**src/rtl/vector_split_unpack_pkg.sv**
```systemverilog
// Shared field layout and entry type for the packed-word unpacker.
// The packed word is {byte-reversed hi[31:0], pad[7:0], lo[23:0]}.
package vector_split_unpack_pkg;

    localparam int unsigned HI_MSB  = 63;
    localparam int unsigned HI_LSB  = 32;
    localparam int unsigned PAD_MSB = 31;
    localparam int unsigned PAD_LSB = 24;
    localparam int unsigned LO_MSB  = 23;

    localparam logic [7:0] PAD_VALUE = 8'h00;

    typedef struct packed {
        logic [31:0] hi;
        logic [23:0] lo;
        logic        pad_err;
    } entry_t;

    function automatic logic [31:0] byte_reverse32(input logic [31:0] w);
        return {w[7:0], w[15:8], w[23:16], w[31:24]};
    endfunction

endpackage

```
**src/rtl/vector_split_unpack_if.sv**
```systemverilog
// Input link, output FIFO head and error-counter signals of the unpacker.
// The slave modport is the unpacker; the master modport is its environment.
interface vector_split_unpack_if #(
    parameter int unsigned CNT_W = 16
);
    logic             in_valid;
    logic [63:0]      in_data;
    logic             in_ready;
    logic             out_valid;
    logic [31:0]      out_hi;
    logic [23:0]      out_lo;
    logic             out_pad_err;
    logic             out_ready;
    logic [CNT_W-1:0] err_count;
    logic             clr_err;

    modport master (
        output in_valid, in_data, out_ready, clr_err,
        input  in_ready, out_valid, out_hi, out_lo, out_pad_err, err_count
    );

    modport slave (
        input  in_valid, in_data, out_ready, clr_err,
        output in_ready, out_valid, out_hi, out_lo, out_pad_err, err_count
    );
endinterface

```
**src/rtl/vector_split_unpack_fifo.sv**
```systemverilog
// DEPTH-entry synchronous FIFO for decoded entries; ready/valid derive only
// from the registered count, and the head reads as zero while empty.
module split_fifo
    import vector_split_unpack_pkg::*;
#(
    parameter int unsigned DEPTH = 2
) (
    input  logic   clk,
    input  logic   rst,
    input  logic   push_i,
    input  entry_t wdata_i,
    input  logic   pop_i,
    output logic   in_ready_o,
    output logic   out_valid_o,
    output entry_t rdata_o
);
    localparam int unsigned PTR_W = $clog2(DEPTH);
    localparam int unsigned CW    = PTR_W + 1;
    localparam logic [CW-1:0] FULL = CW'(DEPTH);

    entry_t            mem_q [DEPTH];
    logic [PTR_W-1:0]  wptr_q, wptr_d;
    logic [PTR_W-1:0]  rptr_q, rptr_d;
    logic [CW-1:0]     count_q, count_d;
    logic              do_push, do_pop;

    assign in_ready_o  = (count_q < FULL);
    assign out_valid_o = (count_q != '0);
    assign rdata_o     = out_valid_o ? mem_q[rptr_q] : '0;

    // Gate internally so an external push-while-full or pop-while-empty is ignored.
    assign do_push = push_i && in_ready_o;
    assign do_pop  = pop_i && out_valid_o;

    always_comb begin
        wptr_d  = wptr_q;
        rptr_d  = rptr_q;
        count_d = count_q;
        if (do_push) wptr_d = wptr_q + 1'b1;
        if (do_pop)  rptr_d = rptr_q + 1'b1;
        if (do_push && !do_pop)      count_d = count_q + 1'b1;
        else if (do_pop && !do_push) count_d = count_q - 1'b1;
    end

    always_ff @(posedge clk or negedge rst) begin
        if (!rst) begin
            wptr_q  <= '0;
            rptr_q  <= '0;
            count_q <= '0;
        end else begin
            wptr_q  <= wptr_d;
            rptr_q  <= rptr_d;
            count_q <= count_d;
        end
    end

    always_ff @(posedge clk) begin
        if (do_push) mem_q[wptr_q] <= wdata_i;
    end

endmodule

```
**src/rtl/vector_split_unpack.sv**
```systemverilog
// Receive-side unpacker: decodes packed words, buffers {hi, lo, pad_err}
// in a small FIFO and keeps a saturating count of bad-pad words.
module vector_split_unpack
    import vector_split_unpack_pkg::*;
#(
    parameter int unsigned DEPTH = 2,
    parameter int unsigned CNT_W = 16
) (
    input  logic                  clk,
    input  logic                  rst,
    vector_split_unpack_if.slave  bus
);
    entry_t           dec;
    entry_t           head;
    logic             push;
    logic             pop;
    logic             in_ready;
    logic             out_valid;
    logic [CNT_W-1:0] err_q, err_d;

    always_comb begin
        dec.hi      = byte_reverse32(bus.in_data[HI_MSB:HI_LSB]);
        dec.lo      = bus.in_data[LO_MSB:0];
        dec.pad_err = (bus.in_data[PAD_MSB:PAD_LSB] != PAD_VALUE);
    end

    assign push = bus.in_valid && in_ready;
    assign pop  = out_valid && bus.out_ready;

    split_fifo #(.DEPTH(DEPTH)) u_fifo (
        .clk         (clk),
        .rst         (rst),
        .push_i      (push),
        .wdata_i     (dec),
        .pop_i       (pop),
        .in_ready_o  (in_ready),
        .out_valid_o (out_valid),
        .rdata_o     (head)
    );

    // Clear wins over a same-cycle increment; the counter holds at all-ones.
    always_comb begin
        err_d = err_q;
        if (bus.clr_err)
            err_d = '0;
        else if (push && dec.pad_err && (err_q != '1))
            err_d = err_q + 1'b1;
    end

    always_ff @(posedge clk or negedge rst) begin
        if (!rst) err_q <= '0;
        else      err_q <= err_d;
    end

    assign bus.in_ready    = in_ready;
    assign bus.out_valid   = out_valid;
    assign bus.out_hi      = head.hi;
    assign bus.out_lo      = head.lo;
    assign bus.out_pad_err = head.pad_err;
    assign bus.err_count   = err_q;

endmodule

```
**src/flat_wrapper.sv**
```systemverilog
// flat-port wrapper written by rule: the top's interface ports become plain ports
module vector_split_unpack_flat import vector_split_unpack_pkg::*;
#(
    parameter int unsigned DEPTH = 2,
    parameter int unsigned CNT_W = 16
)
  (clk, rst, bus_in_valid, bus_in_data, bus_out_ready, bus_clr_err, bus_in_ready, bus_out_valid, bus_out_hi, bus_out_lo, bus_out_pad_err, bus_err_count);
  vector_split_unpack_if #(.CNT_W(CNT_W)) bus_i ();
  input  logic clk;
  input  logic rst;
  input wire logic [$bits(bus_i.in_valid)-1:0] bus_in_valid;
  input wire logic [$bits(bus_i.in_data)-1:0] bus_in_data;
  input wire logic [$bits(bus_i.out_ready)-1:0] bus_out_ready;
  input wire logic [$bits(bus_i.clr_err)-1:0] bus_clr_err;
  output wire logic [$bits(bus_i.in_ready)-1:0] bus_in_ready;
  output wire logic [$bits(bus_i.out_valid)-1:0] bus_out_valid;
  output wire logic [$bits(bus_i.out_hi)-1:0] bus_out_hi;
  output wire logic [$bits(bus_i.out_lo)-1:0] bus_out_lo;
  output wire logic [$bits(bus_i.out_pad_err)-1:0] bus_out_pad_err;
  output wire logic [$bits(bus_i.err_count)-1:0] bus_err_count;
  assign bus_i.in_valid = bus_in_valid;
  assign bus_i.in_data = bus_in_data;
  assign bus_i.out_ready = bus_out_ready;
  assign bus_i.clr_err = bus_clr_err;
  assign bus_in_ready = bus_i.in_ready;
  assign bus_out_valid = bus_i.out_valid;
  assign bus_out_hi = bus_i.out_hi;
  assign bus_out_lo = bus_i.out_lo;
  assign bus_out_pad_err = bus_i.out_pad_err;
  assign bus_err_count = bus_i.err_count;
  vector_split_unpack #(.DEPTH(DEPTH), .CNT_W(CNT_W)) u_core (.clk(clk), .rst(rst), .bus(bus_i));
endmodule
```
**config.mk**
```make
export PLATFORM = sky130hd
export DESIGN_NAME = vector_split_unpack_flat
export DESIGN_NICKNAME = d
export VERILOG_FILES = /design/src/rtl/vector_split_unpack_pkg.sv /design/src/rtl/vector_split_unpack_if.sv /design/src/rtl/vector_split_unpack_fifo.sv /design/src/rtl/vector_split_unpack.sv /design/src/flat_wrapper.sv
export SDC_FILE = /design/constraint.sdc
export NUM_CORES = 1
export LEC_CHECK = 0
export ABC_CLOCK_PERIOD_IN_PS = 10000
export CORE_UTILIZATION = 54
export CTS_BUF_LIST = sky130_fd_sc_hd__clkbuf_8
export DETAILED_ROUTE_END_ITERATION = 7
export PLACE_DENSITY = 0.95
export SYNTH_ARGS = -nofsm -noshare
export SYNTH_HDL_FRONTEND = slang
export SYNTH_HIERARCHICAL = 1
export SYNTH_SLANG_ARGS = --single-unit
export TNS_END_PERCENT = 50
```
**constraint.sdc**
```tcl
create_clock -name clk -period 10 [get_ports clk]
set_input_delay 1.5 -clock clk [delete_from_list [all_inputs] [get_ports clk]]
set_output_delay 1.5 -clock clk [all_outputs]
set_load 0.005 [all_outputs]
```
Word-level counts from Yosys, hierarchy flattened
Memory sizes are Yosys's and may differ from the RTL's.
Index checks and enable logic that the tools add are counted.
{"block": "word_totals", "memories": 1, "input_bits": 69, "reg_bits": 20, "ram_bits": 114, "elab_cells": 33}
{"block": "op_classes", "order_cmp": 1, "muxes": 7, "n_eq_ne": 1, "addsub": 5, "n_reduce_logical": 14}
{"name": "u_core.u_fifo.mem_q", "words": 2, "width": 57, "rd": 1, "rd_ports_with_merged_regs": 0, "write_ports": 1, "line": "vector_split_unpack_fifo.sv:21", "source": "entry_t mem_q [DEPTH];"}
{"op": "2-to-1 mux 57 bit", "count": 1}
{"op": "2-to-1 mux 16 bit", "count": 2}
{"op": "adder 16 x 1 -> 16 bit (second input constant)", "count": 1}
{"op": "inequality test 16 bit (second input constant)", "count": 1}
{"op": "logical AND 1 bit", "count": 8}
{"op": "nonzero test 8 bit", "count": 1}
{"op": "nonzero test 2 bit", "count": 3}
{"op": "2-to-1 mux 2 bit", "count": 2}
{"op": "adder 1 bit (second input constant)", "count": 2}
{"op": "adder 2 x 1 -> 2 bit (second input constant)", "count": 1}
{"op": "logical NOT 1 bit", "count": 2}
{"op": "< comparator 2 bit (second input constant)", "count": 1}
{"op": "2-to-1 mux 1 bit", "count": 2}
{"op": "subtractor 2 x 1 -> 2 bit (second input constant)", "count": 1}

Longest topological paths before layout
Gate-level depths: netlist of run 1.
{"block": "depth", "depth_word": 7, "mapped_depth": 8}

Modules after synthesis
The synthesis of run 1 kept the hierarchy.
{"module": "split_fifo", "area_per_inst_um2": 4529.3, "seq_area_each_um2": 3523.4, "cells_each": 259, "n_inst": 1}
{"module": "vector_split_unpack", "area_per_inst_um2": 919.6, "seq_area_each_um2": 400.4, "cells_each": 95, "n_inst": 1}

Worst setup path before layout of run 1
No wires, ideal clock.
{"block": "synth_timing", "path_type": "input port to flip-flop", "start": "input bus_in_valid", "end": "memory u_core/u_fifo/mem_q[0][0] (netlist bit), enable pin", "cell_stages": 3, "t_arrival_ps": 4438, "n_path_buf": 0, "slack_ps": 5083, "cell_sequence": "and2_4 -> nor2b_1 -> nor2b_1"}
{"block": "synth_via", "elab_chain_cells": 4}
{"element": "start: declaration", "line": "flat_wrapper.sv:11", "source": "input wire logic [$bits(bus_i.in_valid)-1:0] bus_in_valid;"}
{"element": "logical AND 1 bit", "line": "vector_split_unpack.sv:27", "source": "assign push = bus.in_valid && in_ready;"}
{"element": "logical AND 1 bit", "line": "vector_split_unpack_fifo.sv:32", "source": "assign do_push = push_i && in_ready_o;"}
{"element": "named net u_core.u_fifo.do_push", "line": "vector_split_unpack_fifo.sv:25", "source": "logic do_push, do_pop;"}
{"element": "2-to-1 mux 1 bit", "line": "vector_split_unpack_fifo.sv:58", "source": "if (do_push) mem_q[wptr_q] <= wdata_i;"}
{"element": "2-to-1 mux 1 bit (implied by the code)", "line": "vector_split_unpack_fifo.sv:58"}
{"element": "end: declaration", "line": "vector_split_unpack_fifo.sv:21"}
The timed path passes the listed nets, and every way through them passes these cells.

Worst setup path after layout of run 1
{"block": "layout_timing", "start": "register u_core.u_fifo.rptr_q", "end": "output bus_out_lo[7]"}
{"block": "layout_via", "elab_chain_cells": 2}
{"element": "start: declaration", "line": "vector_split_unpack_fifo.sv:23", "source": "logic [PTR_W-1:0] rptr_q, rptr_d;"}
{"element": "start signal: assignment", "line": "vector_split_unpack_fifo.sv:52", "source": "rptr_q <= rptr_d;"}
{"element": "memory (2 x 57 bit)"}
{"element": "2-to-1 mux 57 bit", "line": "vector_split_unpack_fifo.sv:29", "source": "assign rdata_o = out_valid_o ? mem_q[rptr_q] : '0;"}
{"element": "end: declaration", "line": "flat_wrapper.sv:18", "source": "output wire logic [$bits(bus_i.out_lo)-1:0] bus_out_lo;"}
No other way between the ends.

==> impl_metrics.py, run 1 <==
metrics = {
    "global_route": {
        "first_global_vias": 3393,
        "track_usage_pct": 21.3,
        "antenna_found_initial": 0,
        "grt_pass1_wl_mm": 16.2,
        "grt_overflow": 0,
        "grt_max_degree": 59,
    },
    "cells_and_area": {
        "diodes": 0,
        "layout.nets": 574,
        "multi_input_area_um2": 1390,
        "fill_cells": 601,
        "drive_gt1_share_pct": 7.95,
        "regArea_um2": 3930,
        "syn2layout_area_growth_pct": 34.7,
    },
    "placed_design": {
        "dp.final_hpwl_mm": 7.27,
        "gp_congestion": 0.784,
        "io_buffers": 143,
    },
    "cts": {
        "cts.clk_slew.worst_paths_ns": 0.07,
        "cts_htree_levels": 4,
        "cts_hold_buffers": 0,
        "cts_tree": "built",
        "clock-root-buffer": "clkbuf_8",
        "clock_latency_ns": 0.42,
        "cts_buffers": 17,
        "clockBufferDepth": 2,
        "clock_sinks": 134,
        "cts_resized": 0,
        "post-cts-setup-buffers": 0,
    },
    "logic_synthesis": {
        "synth_compound_area_share_pct": 1.03,
        "synth_top_family_by_area": "multiplexers",
        "synth.distinct_cells": 39,
        "synth_fp_nets": 425,
        "synthMuxAreaShare_pct": 10.9,
        "synth.yosys.warnings": 6,
        "syn_area_per_cell_um2": 15.4,
        "synthFlopType": "edfxtp_1",
        "synth_enable_flop_cells": 114,
        "synth-seq-cells": 134,
        "synthArstFlopShare_pct": 14.9,
        "synth_xor_area_share_pct": 2.57,
        "ys_seq_area_share_pct": 72.0,
        "synth_adder_area_share_pct": 0.459,
        "syn_inst": 354,
        "synth_area_um2": 5450,
        "synthSimpleGateAreaFrac_pct": 10.3,
    },
    "critical_path": {
        "required_ns": 8.50,
        "regToRegSetupSlack_ns": 7.35,
        "reg2reg_to": "u_core/u_fifo/mem_q[0][20]$_DFFE_PP_",
        "worstPathArrival_ns": 2.43,
        "ff2ff_path_depth": 5,
        "cp-startpoint": "u_core/u_fifo/rptr_q$_DFFE_PN0P_",
        "regToRegStartpoint": "u_core/u_fifo/count_q[1]$_DFFE_PN0P_",
        "cp-end-kind": "output pin",
        "start_kind": "flip-flop",
        "cp_max_fo": 58,
        "path_class": "reg2out",
    },
    "timing": {
        "hold_ws_ns": 0.566,
        "final_hold_viol_count": 0,
        "rsz0062_at_grt": "no",
        "period_minus_slack_ns": 3.93,
        "relSlewSlack_pct": 33.4,
        "setup_viol": 0,
        "slew_violations": 0,
        "fmax_ghz": 0.254,
        "post-route-period-util_pct": 39.3,
        "worst_pin_slew_ns": 0.999,
        "skew_ns": 0.00689,
        "tns_ns": 0,
    },
    "worst_hold_path": {
        "min_to": "u_core/u_fifo/wptr_q$_DFFE_PN0P_",
        "min_path_cells": 1,
        "min-delay-start": "u_core/u_fifo/wptr_q$_DFFE_PN0P_",
        "hold_class": "reg2reg",
    },
    "floorplan": {
        "die_h_um": 102,
        "die_area_um2": 10500,
        "core.rowCount": 36,
        "start_util_pct": 55.7,
        "pin_count": 144,
        "die_w_um": 102,
        "core_um2": 9770,
    },
    "route": {
        "wl_per_cell_um": 16.8,
        "dr.pass1.iters": 4,
        "drt_wl_total_mm": 10.9,
        "vias_per_cell": 5.31,
        "drc_errors": 0,
        "antenna_left": 0,
        "vias": 3444,
        "drt_iter0_drc": 144,
    },
    "power_and_ir_drop": {
        "worst_ir_drop_vdd_mv": 0.142,
        "power_density_nw_per_um2": 246,
        "p_leak_nw": 2.73,
    },
    "run_status": {
        "status": "finished, final reports clean",
    },
    "run": {
        "max_cap_viol_count": 0,
    },
}
## stage by stage
stage	util [%]	std cells	cell area [um^2]	total power, mW	worst slack [ns]
6_report	75.1	649	7340	1.80	6.07
2_1_floorplan	-	354	5450	1.07	5.08
4_1_cts	75.1	649	7340	1.82	6.02
3_5_place_dp	71.0	617	6940	1.38	5.96
5_1_grt	75.1	649	7340	1.89	5.92
3_3_place_gp	71.0	617	6940	1.35	6.08
## power breakdown
part,internal [mW],total (mW),switching [mW]
registers,0.690,0.775,0.0841
logic,0.358,0.591,0.233
clock network,0.254,0.438,0.184
total,1.30,1.80,0.502
## sequential cells by signal (all words and copies together) (netlist names)
| register | cells |
|---|---|
| u_core/u_fifo/wptr_q | 1 |
| u_core/u_fifo/count_q | 2 |
| u_core/u_fifo/rptr_q | 1 |
| u_core/u_fifo/mem_q | 114 |
| u_core/bus.err_count | 16 |
## cell type report
type	instances	area share, %
clock buffers	19	3.56
clock inverters	13	1.87
inverters	2	0.102
multi-input cells	202	18.9
flip-flops and latches	134	53.5
well taps	133	2.27
repair buffers	146	19.8
## cells in the mapped netlist, types with 3 or more instances
cell type    n  area, um^2
nor2_1      75         282
nand2_1      5        18.8
edfxtp_1   114        3420
nor2b_1      4        25.0
and2_1       3        18.8
a21oi_1      3        15.0
nand4_1      7        43.8
xor2_1       6        52.6
dfrtp_1     20         500
buf_4        6        45.0
nand3_1      7        35.0
mux2i_1     57         571
xnor2_1     10        87.6
## kinds of logic (layout without fill, tap and decap cells)
family                   after synthesis  count (layout)
adder cells (fa/ha/maj)                2               2
AO/OA/AOI/OAI                          8               8
multiplexers                          59              59
AND/OR/NAND/NOR                      117             117
buffers and inverters                 18             180
XOR/XNOR                              16              16
flip-flops                           134             134
## worst max path at each step
stage                                                end  slack [ns]  cells after the start
floorplan            u_core/u_fifo/mem_q[0][0]$_DFFE_PP_        5.08                      3
global placement    u_core/u_fifo/mem_q[0][25]$_DFFE_PP_        6.08                      5
detailed placement  u_core/u_fifo/mem_q[0][13]$_DFFE_PP_        5.96                      5
CTS                                       bus_out_hi[14]        6.02                      3
global route                               bus_out_lo[7]        5.92                      3
finish                                     bus_out_lo[7]        6.07                      3
## per-layer routing
metal  track usage, %  up-vias  part of all wire (%)
li1                 -     1583                     -
met1             24.4     1703                    39
met2             37.1      138                    53
met3             6.70       20                   6.6
met4             8.13        0                   1.4
met5                0        -                     0
## worst max-delay path, stage by stage, from the launching register on
cell and delay [ns]:
dfrtp_4 1.09, mux2i_1 0.21, nor2_1 0.16, clkdlybuf4s50_1 0.52
## cells in the final DEF (no fill, tap or decap), types with 2 or more instances in the layout
cell type	n
nand4_1	7
buf_4	3
dfrtp_1	19
clkinv_1	2
and3_1	2
edfxtp_1	114
nor3b_1	2
mux2i_1	57
nor4_4	2
nor4_1	2
bufinv_16	3
nor3_1	2
xnor2_1	10
and2_1	2
nand3_1	7
clkinv_2	5
ha_1	2
clkbuf_8	19
clkdlybuf4s50_1	143
xor2_1	6
nor2b_1	3
inv_1	4
a21oi_1	3
nor2_1	75
nand2_1	5
(Power assumes the default switching activity.)
==> run 2: changes to the inputs <==
--- a/config.mk
+++ b/config.mk
@@ -5,11 +5,11 @@
 export SDC_FILE = /design/constraint.sdc
 export NUM_CORES = 1
 export LEC_CHECK = 0
-export ABC_CLOCK_PERIOD_IN_PS = 10000
-export CORE_UTILIZATION = 54
+export ABC_CLOCK_PERIOD_IN_PS = 3200
+export CORE_UTILIZATION = 45
 export CTS_BUF_LIST = sky130_fd_sc_hd__clkbuf_8
 export DETAILED_ROUTE_END_ITERATION = 7
-export PLACE_DENSITY = 0.95
+export PLACE_DENSITY = 0.87
 export SYNTH_ARGS = -nofsm -noshare
 export SYNTH_HDL_FRONTEND = slang
 export SYNTH_HIERARCHICAL = 1
==> constraint.sdc (replaced) <==
create_clock -name clk -period 3.2 [get_ports clk]
set_input_delay 0.48 -clock clk [delete_from_list [all_inputs] [get_ports clk]]
set_output_delay 0.48 -clock clk [all_outputs]
set_load 0.005 [all_outputs]
==> run 2 against run 1 <==
Compared with the run above:
- the run now ends with design-rule violations left
- hold slack improved by 0.0012 ns
- power grew to 3.2 times the previous value
- largest cell class unchanged
- clock power grew to 3.3 times the previous value
- combinational power rose to 3.4 times the previous value
- worst setup slack lost 5.6 ns
==> impl_metrics.py, run 2 (same netlist as run 1, synthesis figures left out) <==
metrics = {
    "cells_and_area": {
        "final_cell_area_um2": 7440,
        "syn2layout_area_growth_pct": 36.5,
        "top_register": "u_core/u_fifo/mem_q",
        "diodes": 0,
        "finalNonFillerCells": 664,
        "final_cell_mix": "clkdlybuf4s50_1, edfxtp_1, nor2_1, mux2i_1, dfrtp_1",
        "drive_gt1_share_pct": 9.21,
        "layout.nets": 579,
        "largest_register_ffs": 114,
        "layout_commonest_cell": "clkdlybuf4s50_1",
    },
    "cts": {
        "cts_tree": "built",
        "clockBufferDepth": 2,
        "clock-root-buffer": "clkbuf_8",
        "cts_resized": 0,
        "cts_buffers": 17,
        "cts.clk_slew.worst_paths_ns": 0.07,
        "clock_latency_ns": 0.42,
        "cts_hold_buffers": 0,
        "post-cts-setup-buffers": 0,
        "clock_sinks": 134,
        "cts_htree_levels": 4,
    },
    "timing": {
        "worst_pin_slew_ns": 0.908,
        "period_minus_slack_ns": 2.74,
        "rsz0062_at_grt": "no",
        "setup_viol": 0,
        "final_hold_viol_count": 0,
        "relSlewSlack_pct": 39.3,
        "tns_ns": 0,
        "fmax_ghz": 0.365,
        "skew_ns": 0.00914,
        "slew_violations": 0,
        "post-route-period-util_pct": 85.5,
    },
    "floorplan": {
        "die_area_um2": 12600,
        "die_w_um": 112,
        "start_util_pct": 46.9,
        "core_um2": 11600,
        "die_h_um": 112,
        "pin_count": 144,
        "core.rowCount": 39,
    },
    "critical_path": {
        "max_stage_delay_ns": 0.69,
        "critPathCapture": "bus_out_lo[21]",
        "regToRegSetupSlack_ns": 1.03,
        "required_ns": 2.72,
        "reg2reg_to": "u_core/bus.err_count[13]$_DFFE_PN0P_",
        "start_kind": "flip-flop",
        "path_class": "reg2out",
        "path_cells": "buf_4 > mux2i_1 > nor2_1 > clkdlybuf4s50_1",
        "ff2ff_path_depth": 6,
        "cp-startpoint": "u_core/u_fifo/rptr_q$_DFFE_PN0P_",
        "cp-end-kind": "output pin",
        "worstPathArrival_ns": 2.26,
        "slowest_stage": "dfrtp_4",
        "cp_max_fo": 23,
        "regToRegStartpoint": "u_core/u_fifo/count_q[1]$_DFFE_PN0P_",
    },
    "global_route": {
        "grt_overflow": 0,
        "first_global_vias": 3433,
        "antenna_found_initial": 0,
        "grt_pass1_wl_mm": 17.0,
        "track_usage_pct": 18.0,
        "grt_max_degree": 41,
    },
    "placed_design": {
        "io_buffers": 143,
        "dp.final_hpwl_mm": 7.25,
        "dp.cells": 632,
        "dpl-instance-area_um2": 7020,
        "gp_congestion": 0.832,
    },
    "route": {
        "vias": 3397,
        "vias_per_cell": 5.12,
        "wl_per_cell_um": 16.1,
        "dr.pass1.iters": 6,
        "drt_wl_total_mm": 10.7,
        "antenna_left": 0,
        "drt_iter0_drc": 151,
        "drc_errors": 9,
    },
    "power_and_ir_drop": {
        "p_clk_share_pct": 25.2,
        "switchingPower_mw": 1.61,
        "swShare_pct": 27.9,
        "p_leak_nw": 2.76,
        "worst_ir_drop_vdd_mv": 0.418,
        "p_int_mw": 4.15,
        "power_density_nw_per_um2": 775,
        "p_comb_share_pct": 34.7,
        "seq_power_share_pct": 40.1,
    },
    "worst_hold_path": {
        "hold_class": "in2async",
    },
    "run": {
        "max_cap_viol_count": 0,
    },
    "run_status": {
        "status": "complete, but fails checks",
        "violations": "design-rule violations",
    },
}
[run 2: per-layer routing]
layer / wire length (um) / global-route usage, % / part of all wire, %
met4: 231 / 8.44 / 2.2
met5: 0 / 0 / 0
met1: 4360 / 21.1 / 41
met2: 5350 / 29.7 / 50
met3: 755 / 6.32 / 7.1
[run 2: worst min-delay path by stage]
stage               cells past startpoint                                  end                              from  slack (ns)
CTS                                     1     u_core/u_fifo/wptr_q$_DFFE_PN0P_  u_core/u_fifo/wptr_q$_DFFE_PN0P_        0.56
global route                            1  u_core/bus.err_count[2]$_DFFE_PN0P_                               rst        0.61
detailed placement                      1     u_core/u_fifo/wptr_q$_DFFE_PN0P_  u_core/u_fifo/wptr_q$_DFFE_PN0P_        0.55
floorplan                               0  u_core/bus.err_count[0]$_DFFE_PN0P_                               rst        0.18
finish                                  1  u_core/bus.err_count[1]$_DFFE_PN0P_                               rst        0.57
global placement                        1     u_core/u_fifo/wptr_q$_DFFE_PN0P_  u_core/u_fifo/wptr_q$_DFFE_PN0P_        0.53
[run 2: final cells by class]
cell class | count | area [um^2]
inverters | 2 | 7.51
clock inverters | 15 | 185
repair buffers | 151 | 1520
multi-input cells | 202 | 1390
well taps | 143 | 179
flip-flops and latches | 134 | 3930
clock buffers | 17 | 234
fillers | 867 | 4180
[run 2: per-stage QoR]
step	hold slack (ns)	power [mW]	setup slack [ns]	utilization [%]
global placement	0.527	4.32	0.766	60.4
global route	0.607	6.05	0.316	64.0
finish	0.567	5.76	0.463	64.0
detailed placement	0.553	4.37	0.698	60.4
floorplan	0.184	3.34	0.330	-
CTS	0.564	5.82	0.419	64.0
[run 2: worst max-delay path: cells and delay by family (launching register included)]
kind,cells,cell delay [ns]
buf+inv,2,0.84
flops,1,0.69
mux,1,0.25
simple gates,1,0.06
[run 2: power by group through the flow]
stage,sequential (mW),clock [mW],combinational [mW]
detailed placement,2.35,0,2.02
floorplan,2.25,0,1.08
CTS,2.31,1.48,2.03
global route,2.33,1.56,2.16
global placement,2.34,0,1.99
finish,2.31,1.45,2.00
